$ cat src/rtl/branch_resolver_pkg.sv
// Shared types and constants for the execute-stage branch resolver.
package branch_resolver_pkg;

  localparam logic [31:0] PC_STEP = 32'd4;

  typedef struct packed {
    logic [31:0] pc;
    logic        pred_taken;
    logic [31:0] pred_target;
  } pred_rec_t;

  typedef enum logic {
    RUN,
    FLUSH
  } br_state_t;

endpackage

$ cat src/rtl/branch_resolver_pred_queue.sv
// In-order FIFO of fetch-stage prediction records with synchronous clear.
module pred_queue
  import branch_resolver_pkg::*;
#(
  parameter int unsigned DEPTH = 4
) (
  input  logic      Clk,
  input  logic      Rst,
  input  logic      clr_i,
  input  logic      push_i,
  input  pred_rec_t push_rec_i,
  input  logic      pop_i,
  output pred_rec_t head_o,
  output logic      full_o,
  output logic      empty_o
);

  localparam int unsigned AW = (DEPTH > 1) ? $clog2(DEPTH) : 1;

  typedef logic [AW-1:0] ptr_t;
  typedef logic [AW:0]   cnt_t;

  pred_rec_t mem_q [DEPTH];
  ptr_t      wr_q, rd_q;
  cnt_t      cnt_q, cnt_d;
  logic      do_push, do_pop;

  assign full_o  = (cnt_q == cnt_t'(DEPTH));
  assign empty_o = (cnt_q == '0);
  assign head_o  = mem_q[rd_q];

  // Push into a full queue only succeeds when the head leaves in the same cycle.
  assign do_pop  = pop_i && !empty_o;
  assign do_push = push_i && (!full_o || do_pop);

  // Occupancy next-state.
  always_comb begin
    cnt_d = cnt_q;
    case ({do_push, do_pop})
      2'b10:   cnt_d = cnt_q + cnt_t'(1);
      2'b01:   cnt_d = cnt_q - cnt_t'(1);
      default: cnt_d = cnt_q;
    endcase
  end

  // Record storage; contents are don't-care while not counted as valid.
  always_ff @(posedge Clk) begin
    if (do_push && !clr_i) mem_q[wr_q] <= push_rec_i;
  end

  // Pointers and count; power-of-two depth makes pointer overflow the wrap.
  always_ff @(posedge Clk or posedge Rst) begin
    if (Rst) begin
      wr_q  <= '0;
      rd_q  <= '0;
      cnt_q <= '0;
    end else if (clr_i) begin
      wr_q  <= '0;
      rd_q  <= '0;
      cnt_q <= '0;
    end else begin
      if (do_push) wr_q <= wr_q + ptr_t'(1);
      if (do_pop)  rd_q <= rd_q + ptr_t'(1);
      cnt_q <= cnt_d;
    end
  end

endmodule

$ cat src/rtl/branch_resolver.sv
// Execute-stage branch resolver: checks queued predictions, redirects and trains.
module branch_resolver
  import branch_resolver_pkg::*;
#(
  parameter int unsigned DEPTH        = 4,
  parameter int unsigned FLUSH_CYCLES = 2
) (
  input  logic        Clk,
  input  logic        Rst,
  input  logic        f_valid,
  input  logic [31:0] f_pc,
  input  logic        f_pred_taken,
  input  logic [31:0] f_pred_target,
  output logic        f_ready,
  input  logic        e_valid,
  input  logic [31:0] e_pc,
  input  logic        e_branch,
  input  logic        e_taken,
  input  logic [31:0] e_target,
  output logic        redirect_valid,
  output logic [31:0] redirect_pc,
  output logic        flush,
  output logic        upd_valid,
  output logic [31:0] upd_pc,
  output logic [31:0] upd_target,
  output logic        upd_taken,
  output logic [31:0] branch_count,
  output logic [31:0] mispredict_count,
  output logic        seq_err
);

  localparam int unsigned CW = $clog2(FLUSH_CYCLES + 1);

  br_state_t   state_q, state_d;
  logic [CW-1:0] flush_cnt_q, flush_cnt_d;

  pred_rec_t   q_head, head_eff, push_rec;
  logic        q_full, q_empty, q_push;
  logic        accept, act_taken, seq_bad, mispredict, upd_fire;
  logic [31:0] act_next;

  logic        redirect_valid_q, upd_valid_q, upd_taken_q, seq_err_q;
  logic [31:0] redirect_pc_q, upd_pc_q, upd_target_q;
  logic [31:0] branch_cnt_q, mis_cnt_q;

  assign f_ready = !q_full && (state_q == RUN);
  assign q_push  = f_valid && f_ready;

  assign push_rec.pc          = f_pc;
  assign push_rec.pred_taken  = f_pred_taken;
  assign push_rec.pred_target = f_pred_target;

  pred_queue #(.DEPTH(DEPTH)) u_queue (
    .Clk        (Clk),
    .Rst        (Rst),
    .clr_i      (mispredict),
    .push_i     (q_push),
    .push_rec_i (push_rec),
    .pop_i      (accept),
    .head_o     (q_head),
    .full_o     (q_full),
    .empty_o    (q_empty)
  );

  // Compare the queue head against the actual outcome of the resolving instruction.
  always_comb begin
    head_eff = q_head;
    if (q_empty) begin
      head_eff.pc          = e_pc;
      head_eff.pred_taken  = 1'b0;
      head_eff.pred_target = e_pc + PC_STEP;
    end
    accept     = (state_q == RUN) && e_valid;
    act_taken  = e_branch && e_taken;
    act_next   = act_taken ? e_target : (e_pc + PC_STEP);
    seq_bad    = accept && (head_eff.pc != e_pc);
    mispredict = accept && ((head_eff.pred_target != act_next) ||
                            (head_eff.pred_taken != act_taken) || seq_bad);
    upd_fire   = accept && (e_branch || head_eff.pred_taken);
  end

  // Next-state: a mispredict loads the flush down-counter.
  always_comb begin
    state_d     = state_q;
    flush_cnt_d = flush_cnt_q;
    case (state_q)
      RUN: begin
        if (mispredict) begin
          state_d     = FLUSH;
          flush_cnt_d = CW'(FLUSH_CYCLES);
        end
      end
      FLUSH: begin
        if (flush_cnt_q <= CW'(1)) begin
          state_d     = RUN;
          flush_cnt_d = '0;
        end else begin
          flush_cnt_d = flush_cnt_q - CW'(1);
        end
      end
      default: begin
        state_d     = RUN;
        flush_cnt_d = '0;
      end
    endcase
  end

  // FSM state register.
  always_ff @(posedge Clk or posedge Rst) begin
    if (Rst) begin
      state_q     <= RUN;
      flush_cnt_q <= '0;
    end else begin
      state_q     <= state_d;
      flush_cnt_q <= flush_cnt_d;
    end
  end

  // Registered redirect, training pulse, saturating counters and sticky sequence error.
  always_ff @(posedge Clk or posedge Rst) begin
    if (Rst) begin
      redirect_valid_q <= 1'b0;
      redirect_pc_q    <= '0;
      upd_valid_q      <= 1'b0;
      upd_pc_q         <= '0;
      upd_target_q     <= '0;
      upd_taken_q      <= 1'b0;
      branch_cnt_q     <= '0;
      mis_cnt_q        <= '0;
      seq_err_q        <= 1'b0;
    end else begin
      redirect_valid_q <= mispredict;
      if (mispredict) redirect_pc_q <= act_next;
      upd_valid_q <= upd_fire;
      if (upd_fire) begin
        upd_pc_q     <= e_pc;
        upd_target_q <= e_target;
        upd_taken_q  <= act_taken;
      end
      if (accept && e_branch && (branch_cnt_q != '1)) branch_cnt_q <= branch_cnt_q + 32'd1;
      if (mispredict && (mis_cnt_q != '1)) mis_cnt_q <= mis_cnt_q + 32'd1;
      if (seq_bad) seq_err_q <= 1'b1;
    end
  end

  assign redirect_valid   = redirect_valid_q;
  assign redirect_pc      = redirect_pc_q;
  assign flush            = (state_q == FLUSH);
  assign upd_valid        = upd_valid_q;
  assign upd_pc           = upd_pc_q;
  assign upd_target       = upd_target_q;
  assign upd_taken        = upd_taken_q;
  assign branch_count     = branch_cnt_q;
  assign mispredict_count = mis_cnt_q;
  assign seq_err          = seq_err_q;

endmodule

$ cat config.mk
export PLATFORM = sky130hd
export DESIGN_NAME = branch_resolver
export DESIGN_NICKNAME = d
export VERILOG_FILES = /design/src/rtl/branch_resolver_pkg.sv /design/src/rtl/branch_resolver_pred_queue.sv /design/src/rtl/branch_resolver.sv
export SDC_FILE = /design/constraint.sdc
export NUM_CORES = 1
export LEC_CHECK = 0
export ABC_AREA = 1
export ABC_CLOCK_PERIOD_IN_PS = 5100
export CAP_MARGIN = 25
export CORE_MARGIN = 8
export CORE_UTILIZATION = 23
export CTS_CLUSTER_DIAMETER = 100
export DETAILED_ROUTE_END_ITERATION = 8
export DONT_BUFFER_PORTS = 1
export PLACE_DENSITY = 0.48
export SYNTH_ARGS = -nofsm -noshare
export SYNTH_HDL_FRONTEND = slang
export SYNTH_SLANG_ARGS = --single-unit
$ cat constraint.sdc
create_clock -name Clk -period 5.1 [get_ports Clk]
set_input_delay 0.765 -clock Clk [delete_from_list [all_inputs] [get_ports Clk]]
set_output_delay 0.765 -clock Clk [all_outputs]
set_load 0.05 [all_outputs]
==> results of run 1 <==
## layout make-up
cell class | count | share of cell area [%]
diodes | 7 | 0.0726
clock buffers | 69 | 6.09
clock inverters | 27 | 1.65
inverters | 117 | 1.85
multi-input cells | 1648 | 32.1
flip-flops and latches | 434 | 50.4
well taps | 1176 | 6.10
repair buffers | 32 | 1.67
## synth_stat cells (14+ instances only)
master / count / area [um2]
o21ai_0: 44 / 220
nand3_1: 282 / 1410
mux2_2: 30 / 338
xor2_1: 50 / 438
clkbuf_1: 31 / 116
nor3_1: 18 / 90.1
o21ai_1: 14 / 70.1
buf_2: 38 / 190
inv_1: 108 / 405
a21oi_1: 40 / 200
xnor2_1: 25 / 219
dfrtp_1: 174 / 4350
nor2_1: 167 / 627
edfxtp_1: 260 / 7810
nand2_1: 856 / 3210
nand4_1: 66 / 413
## report_power, final
part           internal (mW)  switching (mW)  leakage [nW]
registers               4.41            2.07          4.51
logic                   1.17            2.52          4.60
clock network           2.49            1.58         0.899
total                   8.06            6.18          10.0
## cells by family (layout without fill, tap and decap cells)
family / count (synthesis) / after routing / synth area share [%]
compound gates: 109 / 109 / 2.81
xor+xnor: 75 / 75 / 3.16
fa+ha+maj: 8 / 8 / 0.518
buf+inv: 209 / 245 / 4.27
flops: 434 / 434 / 58.6
mux: 30 / 30 / 1.63
other cells: 0 / 7 / 0
simple gates: 1426 / 1426 / 29.0
## critical path: stages (launching register included)
cell and delay (ps):
dfrtp_2 440, inv_2 340, buf_4 440, o21ai_0 150, o211ai_1 470, nand2_1 140, nand2_1 80, inv_1 40
nor2_1 80, nand2_1 50, nor2_1 120, nand2_1 120, nor2_1 140, nand3_2 120, nand2_4 80, nand2_2 140
nor2_4 160, buf_4 400
## worst max-delay path by stage
stage / to / cells past startpoint / slack [ps] / start
floorplan: u_queue.mem_q[0][0]$_DFFE_PP_ / 18 / -660 / e_pc[2]
global placement: u_queue.mem_q[0][34]$_DFFE_PP_ / 18 / 1130 / e_pc[2]
detailed placement: u_queue.mem_q[0][34]$_DFFE_PP_ / 18 / 1110 / e_pc[2]
CTS: u_queue.mem_q[0][54]$_DFFE_PP_ / 17 / 1170 / u_queue.rd_q[1]$_DFFE_PP0P_
global route: u_queue.mem_q[0][54]$_DFFE_PP_ / 17 / 880 / u_queue.rd_q[1]$_DFFE_PP0P_
finish: u_queue.mem_q[0][54]$_DFFE_PP_ / 17 / 1180 / u_queue.rd_q[1]$_DFFE_PP0P_
## flip-flops by register name, indices dropped and copies added (netlist names)
name	cells
u_queue.mem_q	260
branch_count	32
u_queue.wr_q	2
mispredict_count	32
upd_valid	1
redirect_valid	1
flush	1
seq_err	1
upd_pc	32
upd_target	32
u_queue.cnt_q	3
redirect_pc	32
u_queue.rd_q	2
flush_cnt_q	2
upd_taken	1
## metal layers
metal / wire length (um) / GRT usage (%)
met5: 0 / 0
met4: 3240 / 6.09
met3: 8970 / 5.80
met2: 34500 / 23.7
met1: 32300 / 19.4
## per-stage QoR
step / instance area (um2) / hold WS [ps]
after detailed placement: 22200 / 473
after floorplan: 20800 / 449
after CTS: 24100 / 195
final: 24100 / 154
after global placement: 22200 / 460
after global routing: 24100 / 204
## cells in the final DEF, fill, tap and decap left out, drive strengths merged, types with 13 or more instances in the layout
cell    instances
nand2         860
nand3         284
edfxtp        260
nor2          176
dfrtp         174
inv           116
clkbuf         69
nand4          66
o21ai          58
xor2           50
a21oi          40
buf            32
mux2           30
xnor2          25
nor3           18
clkinv         13
==> flow_summary.toml, run 1 <==
[timing]
max_freq_mhz = 255
slew_headroom_pct = 45.3
setup_ws_ps = 1180
rsz0062_at_grt = "false"
finalSetupViolCount = 0
fin_crit_sh_pct = 77.0
fin_crit_ps = 3920
drv_slew = 0
hold_violations = 0
worstMarginPinSlew_ps = 820
setup_tns_ps = 0
fin_skew_ps = 18.8

[hold_path]
hold_class = "input pin to asynchronous set/reset pin"

[floorplanning]
die_x_um = 316
rows = 110
die_area_um2 = 100000
io_pins = 301
start_util_pct = 23.1
die_y_um = 316
coreArea_um2 = 89700

[placement]
io_buffers = 0
globalplace.congestion = 0.900
dp_cells = 3407
pre_cts_slack_ps = 1110
hpwlAfterDp_mm = 58.4

[pwr]
p_leak_nw = 10.0
finalPower_mw = 14.2
power.density_nw_per_um2 = 590
peakVddDrop_uv = 291

[cells_and_area]
fin_cells = 3510
multi_input_area_um2 = 7750
final_util_pct = 26.9
drive_above_1_share_pct = 8.08
areaGrowthSynthToFinish_pct = 16.2
nFillCells = 9615
final_nets = 2429
layout.area.seq_um2 = 12200

[clock_network]
cts_setup_buffers = 0
cts_max_level = 2
clk_path_buf_depth = 3
clock-sinks = 434
cts_tree = "built"
holdBufCountCts = 0
cts_made_buffers = 53
path_clk_slew_ps = 60
cts_resized = 0
clock_latency_ps = 620
clock-root-buffer = "clkbuf_16"

[yosys]
synth_cells = 2291
synth_area_per_cell_um2 = 9.06
synth_edf_count = 260
yosysUniqueCellTypes = 40
ys_warn_count = 0
synthFlopType = "edfxtp_1"
ys_ff_latch = 434
synth_area_um2 = 20800
synth_seq_area_share_pct = 58.6
async_flop_share_pct = 40.1
synth_nets = 2434

[critical_path]
ff2ff_setup_slack_ps = 1180
r2r_start = "u_queue.rd_q[1]$_DFFE_PP0P_"
crit_type = "flip-flop to flip-flop"
arrival_ps = 4180
worstReg2RegEnd = "u_queue.mem_q[0][54]$_DFFE_PP_"
r2r_cells = 17
cp-start-kind = "flip-flop"
worstPathRequired_ps = 5360
worst_setup_path_end_kind = "flip-flop"
cp_max_fo = 28

[route]
drt_wl_total_mm = 79.0
dr.pass1.iters = 6
drc_errors = 0
vias = 16000
viasPerCell = 4.55
ant_nets = 0
wl_per_cell_um = 22.5
drt_iter0_markers = 1363

[grt]
grt_pass1_vias = 15500
grt_pass1_wl_mm = 112
gr-usage-all-layers_pct = 15.4
antenna_found_initial = 5
grt_max_degree = 133
gr-total-overflow = 0

[status]
status = "completed"

[run]
drv_cap = 0
(Power assumes the default switching activity.)
==> inputs of run 2 (changes only) <==
- ABC_CLOCK_PERIOD_IN_PS: 5100 -> 3700
- PLACE_DENSITY: 0.48 -> 0.47
- clock period: 5.1 -> 3.7 ns (I/O delays scaled with it)
==> run 2 against run 1 <==
Non-clock buffer count grew 77. Hold slack lost 120 ps. Final area grew 2.8%. Final cell count grew 2.2%. Routed wire length grew 1.8%. Highest routed layer unchanged. Combinational power grew 52%. Utilization grew 0.75 points. Largest cell class unchanged. Die area is the same.
==> flow_summary.toml, run 2 (synthesis gave the netlist of run 1 again) <==
[timing]
setup_tns_ps = 0
fin_crit_ps = 3520
fin_skew_ps = 33.2
slew_headroom_pct = 50.0
drv_slew = 0
fin_crit_sh_pct = 95.0
hold_violations = 0
rsz0062_at_grt = "false"
timing.hold.ws_ps = 39.5
finalSetupViolCount = 0
worstMarginPinSlew_ps = 748
max_freq_mhz = 284

[clock_network]
cts_made_buffers = 53
clock-root-buffer = "clkbuf_16"
cts_resized = 0
cts_tree = "built"
clock-sinks = 434
clock_latency_ps = 620
clk_path_buf_depth = 3
path_clk_slew_ps = 60
cts_setup_buffers = 0
cts_max_level = 2

[route]
ant_nets = 0
drc_errors = 0
drt_iter0_markers = 1297
dr.pass1.iters = 7
wl_per_cell_um = 22.4
drt_wl_total_mm = 80.3
viasPerCell = 4.50
vias = 16200

[grt]
grt_max_degree = 71
gr-usage-met3_pct = 6.55
gr-total-overflow = 0
use_met2_pct = 25.0
busiest_layer = "met2"
grt_pass1_vias = 15800
gr-usage-all-layers_pct = 15.6
grt_pass1_wl_mm = 113
met1_usage_pct = 18.8
antenna_found_initial = 4

[floorplanning]
io_pins = 301
coreArea_um2 = 89700
die_y_um = 316
die_x_um = 316
rows = 110
die_area_um2 = 100000
start_util_pct = 23.1

[cells_and_area]
layout_commonest_cell = "nand2_1"
top_register = "u_queue.mem_q"
largest_register_ffs = 260
final_nets = 2506
fin_cells = 3588
most-common-layout-cells = "851 x nand2_1, 281 x nand3_1, 260 x edfxtp_1"
final_util_pct = 27.6
areaGrowthSynthToFinish_pct = 19.4
drive_above_1_share_pct = 10.6

[hold_path]
holdPathEnd = "u_queue.mem_q[2][43]$_DFFE_PP_"
worstHoldPathCells = 0
hold_class = "input pin to flip-flop"
worstHoldStart = "f_pc[10]"

[critical_path]
cp_max_fo = 30
crit_type = "flip-flop to flip-flop"
ff2ff_setup_slack_ps = 180
crit_family = "simple AND/OR/NAND/NOR gates"
worstPathRequired_ps = 3980
r2r_start = "u_queue.rd_q[0]$_DFFE_PP0P_"
cpPeakStageDelay_ps = 510
arrival_ps = 3800
crit_buf_inv = 4
worstReg2RegEnd = "u_queue.mem_q[3][21]$_DFFE_PP_"
path_cells = "clkinv_2 -> buf_12 -> buf_4 -> nor2_1 -> o221ai_1 -> nand2_1 -> nand2_1 -> nand2_1 -> nor2_1 -> nand2_1 -> nor2_1 -> nand3_2 -> nand2_4 -> nand2_8 -> nor2_4 -> buf_12"
r2r_cells = 16
crit_path_frequent_cell = "nand2_1"
worst_setup_path_end_kind = "flip-flop"
cp_slowest_cell = "dfrtp_4"
cp-start-kind = "flip-flop"

[pwr]
finalPower_mw = 19.6
peakVddDrop_uv = 368
power.density_nw_per_um2 = 792
p_leak_nw = 10.4

[run]
drv_cap = 0

[placement]
io_buffers = 0
globalplace.congestion = 0.933
dp_cells = 3469
hpwlAfterDp_mm = 61.3

[status]
status = "completed"
[run 2: cell types whose count changed in the layout (fill, tap and decap cells not counted), sizes merged, moves of 3 or more]
cell         delta
bufinv          -3
clkinv         +10
clkbuf          -6
dlygate4sd3    +15
buf            +62
[run 2: how the worst max path moves through the flow]
stage | cells after the start | startpoint | endpoint
2_1_floorplan | 17 | e_pc[4] | u_queue.mem_q[1][0]$_DFFE_PP_
3_3_place_gp | 18 | e_pc[2] | u_queue.mem_q[2][50]$_DFFE_PP_
3_5_place_dp | 16 | e_pc[2] | u_queue.mem_q[2][50]$_DFFE_PP_
4_1_cts | 16 | u_queue.rd_q[0]$_DFFE_PP0P_ | u_queue.mem_q[2][27]$_DFFE_PP_
5_1_grt | 16 | u_queue.rd_q[0]$_DFFE_PP0P_ | flush$_DFF_PP0_
6_report | 16 | u_queue.rd_q[0]$_DFFE_PP0P_ | u_queue.mem_q[3][21]$_DFFE_PP_
[run 2: stage by stage]
stage,setup slack (ps),cell area (um2)
after floorplan,-738,20800
after global placement,235,22800
after detailed placement,229,22800
after CTS,204,24800
after global routing,29.2,24800
final,184,24800
[run 2: worst reg2reg max path, cell delays in order, from the launching register on]
cell and delay, ps:
dfrtp_4 510, clkinv_2 190, buf_12 180, buf_4 340
nor2_1 110, o221ai_1 400, nand2_1 100, nand2_1 80
nand2_1 60, nor2_1 110, nand2_1 60, nor2_1 240
nand3_2 150, nand2_4 120, nand2_8 90, nor2_4 200
buf_12 260
[run 2: report_power, final]
group | internal (mW) | switching, mW | leakage (nW)
clock network | 3.17 | 2.17 | 0.858
registers | 6.08 | 2.61 | 4.51
logic | 1.87 | 3.75 | 5.01
[run 2: timing repair]
action,in CTS,in global routing
endpoints found under the setup margin,0,0
hold buffers,15,0
hold endpoints to repair,76,0
[run 2: layout make-up]
class | instances | area, um2
Timing Repair Buffer | 109 | 1120
Antenna cell | 5 | 12.5
Multi-Input combinational cell | 1648 | 7790
Fill cell | 9533 | 64900
Sequential cell | 434 | 12200
Tap cell | 1176 | 1470
Clock inverter | 36 | 362
Clock buffer | 63 | 1430
Inverter | 117 | 447
[run 2: layer usage]
metal | up-vias | part of all wire [%]
met3 | 110 | 11
li1 | 7819 | -
met2 | 551 | 45
met4 | 0 | 3.1
met5 | - | 0
met1 | 7683 | 41
==> inputs of run 3 (changes only) <==
- ABC_CLOCK_PERIOD_IN_PS: 3700 -> 3000
- PLACE_DENSITY: 0.47 -> 0.48
- clock period: 3.7 -> 3 ns (I/O delays scaled with it)
==> run 3 against run 2 <==
Register-to-register slack worse by 420 ps. The run now ends with negative setup slack left. Combinational power is 61% higher. Largest power group unchanged. Non-clock buffer count is 307 higher. Setup slack worse by 420 ps. Maximum frequency is 8.5% higher. First-iteration DRC count is 33% higher. Hold slack better by 24 ps. Global-route usage is 0.56 points higher. Final area is 15% higher.
==> flow_summary.toml, run 3 (synthesis gave the netlist of run 1 again) <==
[status]
status = "finished, violations left"
violations = "negative setup slack"

[critical_path]
worstReg2RegEnd = "u_queue.mem_q[3][27]$_DFFE_PP_"
arrival_ps = 3580
ff2ff_setup_slack_ps = -240
cp-start-kind = "flip-flop"
r2r_cells = 23
cp_max_fo = 6
worstPathRequired_ps = 3340
r2r_start = "u_queue.rd_q[0]$_DFFE_PP0P_"
crit_type = "flip-flop to flip-flop"
cp-endpoint = "u_queue.mem_q[3][27]$_DFFE_PP_"
critPathLaunch = "u_queue.rd_q[0]$_DFFE_PP0P_"
worst_setup_path_end_kind = "flip-flop"

[cells_and_area]
fin_cells = 3904
most-common-layout-cells = "802 x nand2_1, 264 x nand3_1, 260 x edfxtp_1"
drive_above_1_share_pct = 20.5
nFillCells = 9360
areaGrowthSynthToFinish_pct = 37.9
multi_input_area_um2 = 8130
top_register = "u_queue.mem_q"
layout.area.seq_um2 = 12200
final_nets = 2814
largest_register_ffs = 260
final_util_pct = 31.9
layout_commonest_cell = "nand2_1"

[timing]
fin_crit_ps = 3240
hold_violations = 0
timing.hold.ws_ps = 63.1
drv_slew = 0
fin_crit_sh_pct = 108
setup_tns_ps = -50550
rsz0062_at_grt = "true"
slew_headroom_pct = 53.5
setup_ws_ps = -241
finalSetupViolCount = 260
max_freq_mhz = 309
fin_skew_ps = 36.1
worstMarginPinSlew_ps = 696

[floorplanning]
die_x_um = 316
coreArea_um2 = 89700
die_y_um = 316
io_pins = 301
start_util_pct = 23.1
rows = 110
die_area_um2 = 100000

[grt]
grt_max_degree = 56
gr-usage-all-layers_pct = 16.1
gr-total-overflow = 0
antenna_found_initial = 24
grt_pass1_vias = 16700
grt_pass1_wl_mm = 118

[clock_network]
path_clk_slew_ps = 60
clock-sinks = 434
clock-root-buffer = "clkbuf_16"
clk_path_buf_depth = 3
cts_tree = "built"
cts_made_buffers = 54
cts_max_level = 2
clock_latency_ps = 650

[route]
drt_iter0_markers = 1724
vias = 17800
ant_nets = 0
drt_wl_total_mm = 86.7
drc_errors = 0
wl_per_cell_um = 22.2
dr.pass1.iters = 6
viasPerCell = 4.55

[placement]
pre_cts_slack_ps = -379
dp_cells = 3621
hpwlAfterDp_mm = 62.7
globalplace.congestion = 0.888
io_buffers = 0

[pwr]
p_leak_nw = 12.3
peakVddDrop_uv = 476
power.density_nw_per_um2 = 921

[run]
drv_cap = 0

[hold_path]
hold_class = "input pin to flip-flop"
## run 3: stage by stage
stage | cell area (um2) | power [mW]
final | 28600 | 26.4
after global routing | 28600 | 27.7
after CTS | 27500 | 25.7
after detailed placement | 24100 | 18.4
after global placement | 24100 | 18.3
after floorplan | 20800 | 15.1
## run 3: layer usage
layer / track usage (%) / up-vias / share of wire (%)
met2: 26.2 / 591 / 47
met5: 0 / - / 0.13
met4: 4.60 / 18 / 2.6
met3: 4.69 / 129 / 8.9
li1: - / 8469 / -
met1: 20.9 / 8559 / 42
## run 3: critical path: stages (launching register included)
cell,delay (ps)
dfrtp_4,560
buf_12,170
buf_12,130
nor2_4,60
nor2_1,40
o21ai_1,120
nand3_2,170
nand2_2,90
nand2_1,50
nand2_1,70
nand2_1,60
nor2_1,100
buf_4,130
nand2_4,60
nor2_4,110
nand2_2,70
nor2_4,110
nand3_4,110
nand2_4,120
nand2_8,80
nor2_4,160
buf_6,120
buf_6,120
clkbuf_16,150
## run 3: layout make-up
| type | instances | share of cell area (%) |
|---|---|---|
| diodes | 14 | 0.122 |
| well taps | 1176 | 5.14 |
| inverters | 117 | 1.62 |
| multi-input cells | 1648 | 28.4 |
| flip-flops and latches | 434 | 42.5 |
| repair buffers | 416 | 15.9 |
| clock buffers | 65 | 5.00 |
| clock inverters | 34 | 1.27 |
## run 3: power by group
part           total, mW  internal [mW]  switching [mW]
clock network       6.60           3.92            2.68
registers           10.7           7.50            3.23
logic               9.03           3.69            5.34
## run 3: what timing repair did
action,in CTS,in global routing
gates resized for setup,44,127
pin swaps,16,65
gates cloned,9,29
endpoints found under the setup margin,328,335
hold buffers,99,0
setup buffers,21,21
endpoints found under the hold margin,318,0
## run 3: worst min path at each step
stage | start | to | slack (ps) | cells past startpoint
after global placement | flush_cnt_q[1]$_DFFE_PP0P_ | flush_cnt_q[0]$_DFFE_PP0P_ | 460 | 2
after CTS | e_pc[4] | upd_pc[4]$_DFFE_PP0P_ | 30 | 2
final | e_pc[4] | upd_pc[4]$_DFFE_PP0P_ | 60 | 2
after global routing | e_pc[4] | upd_pc[4]$_DFFE_PP0P_ | 60 | 2
after detailed placement | Rst | upd_valid$_DFF_PP0_ | 470 | 1
after floorplan | flush_cnt_q[1]$_DFFE_PP0P_ | flush_cnt_q[0]$_DFFE_PP0P_ | 450 | 2
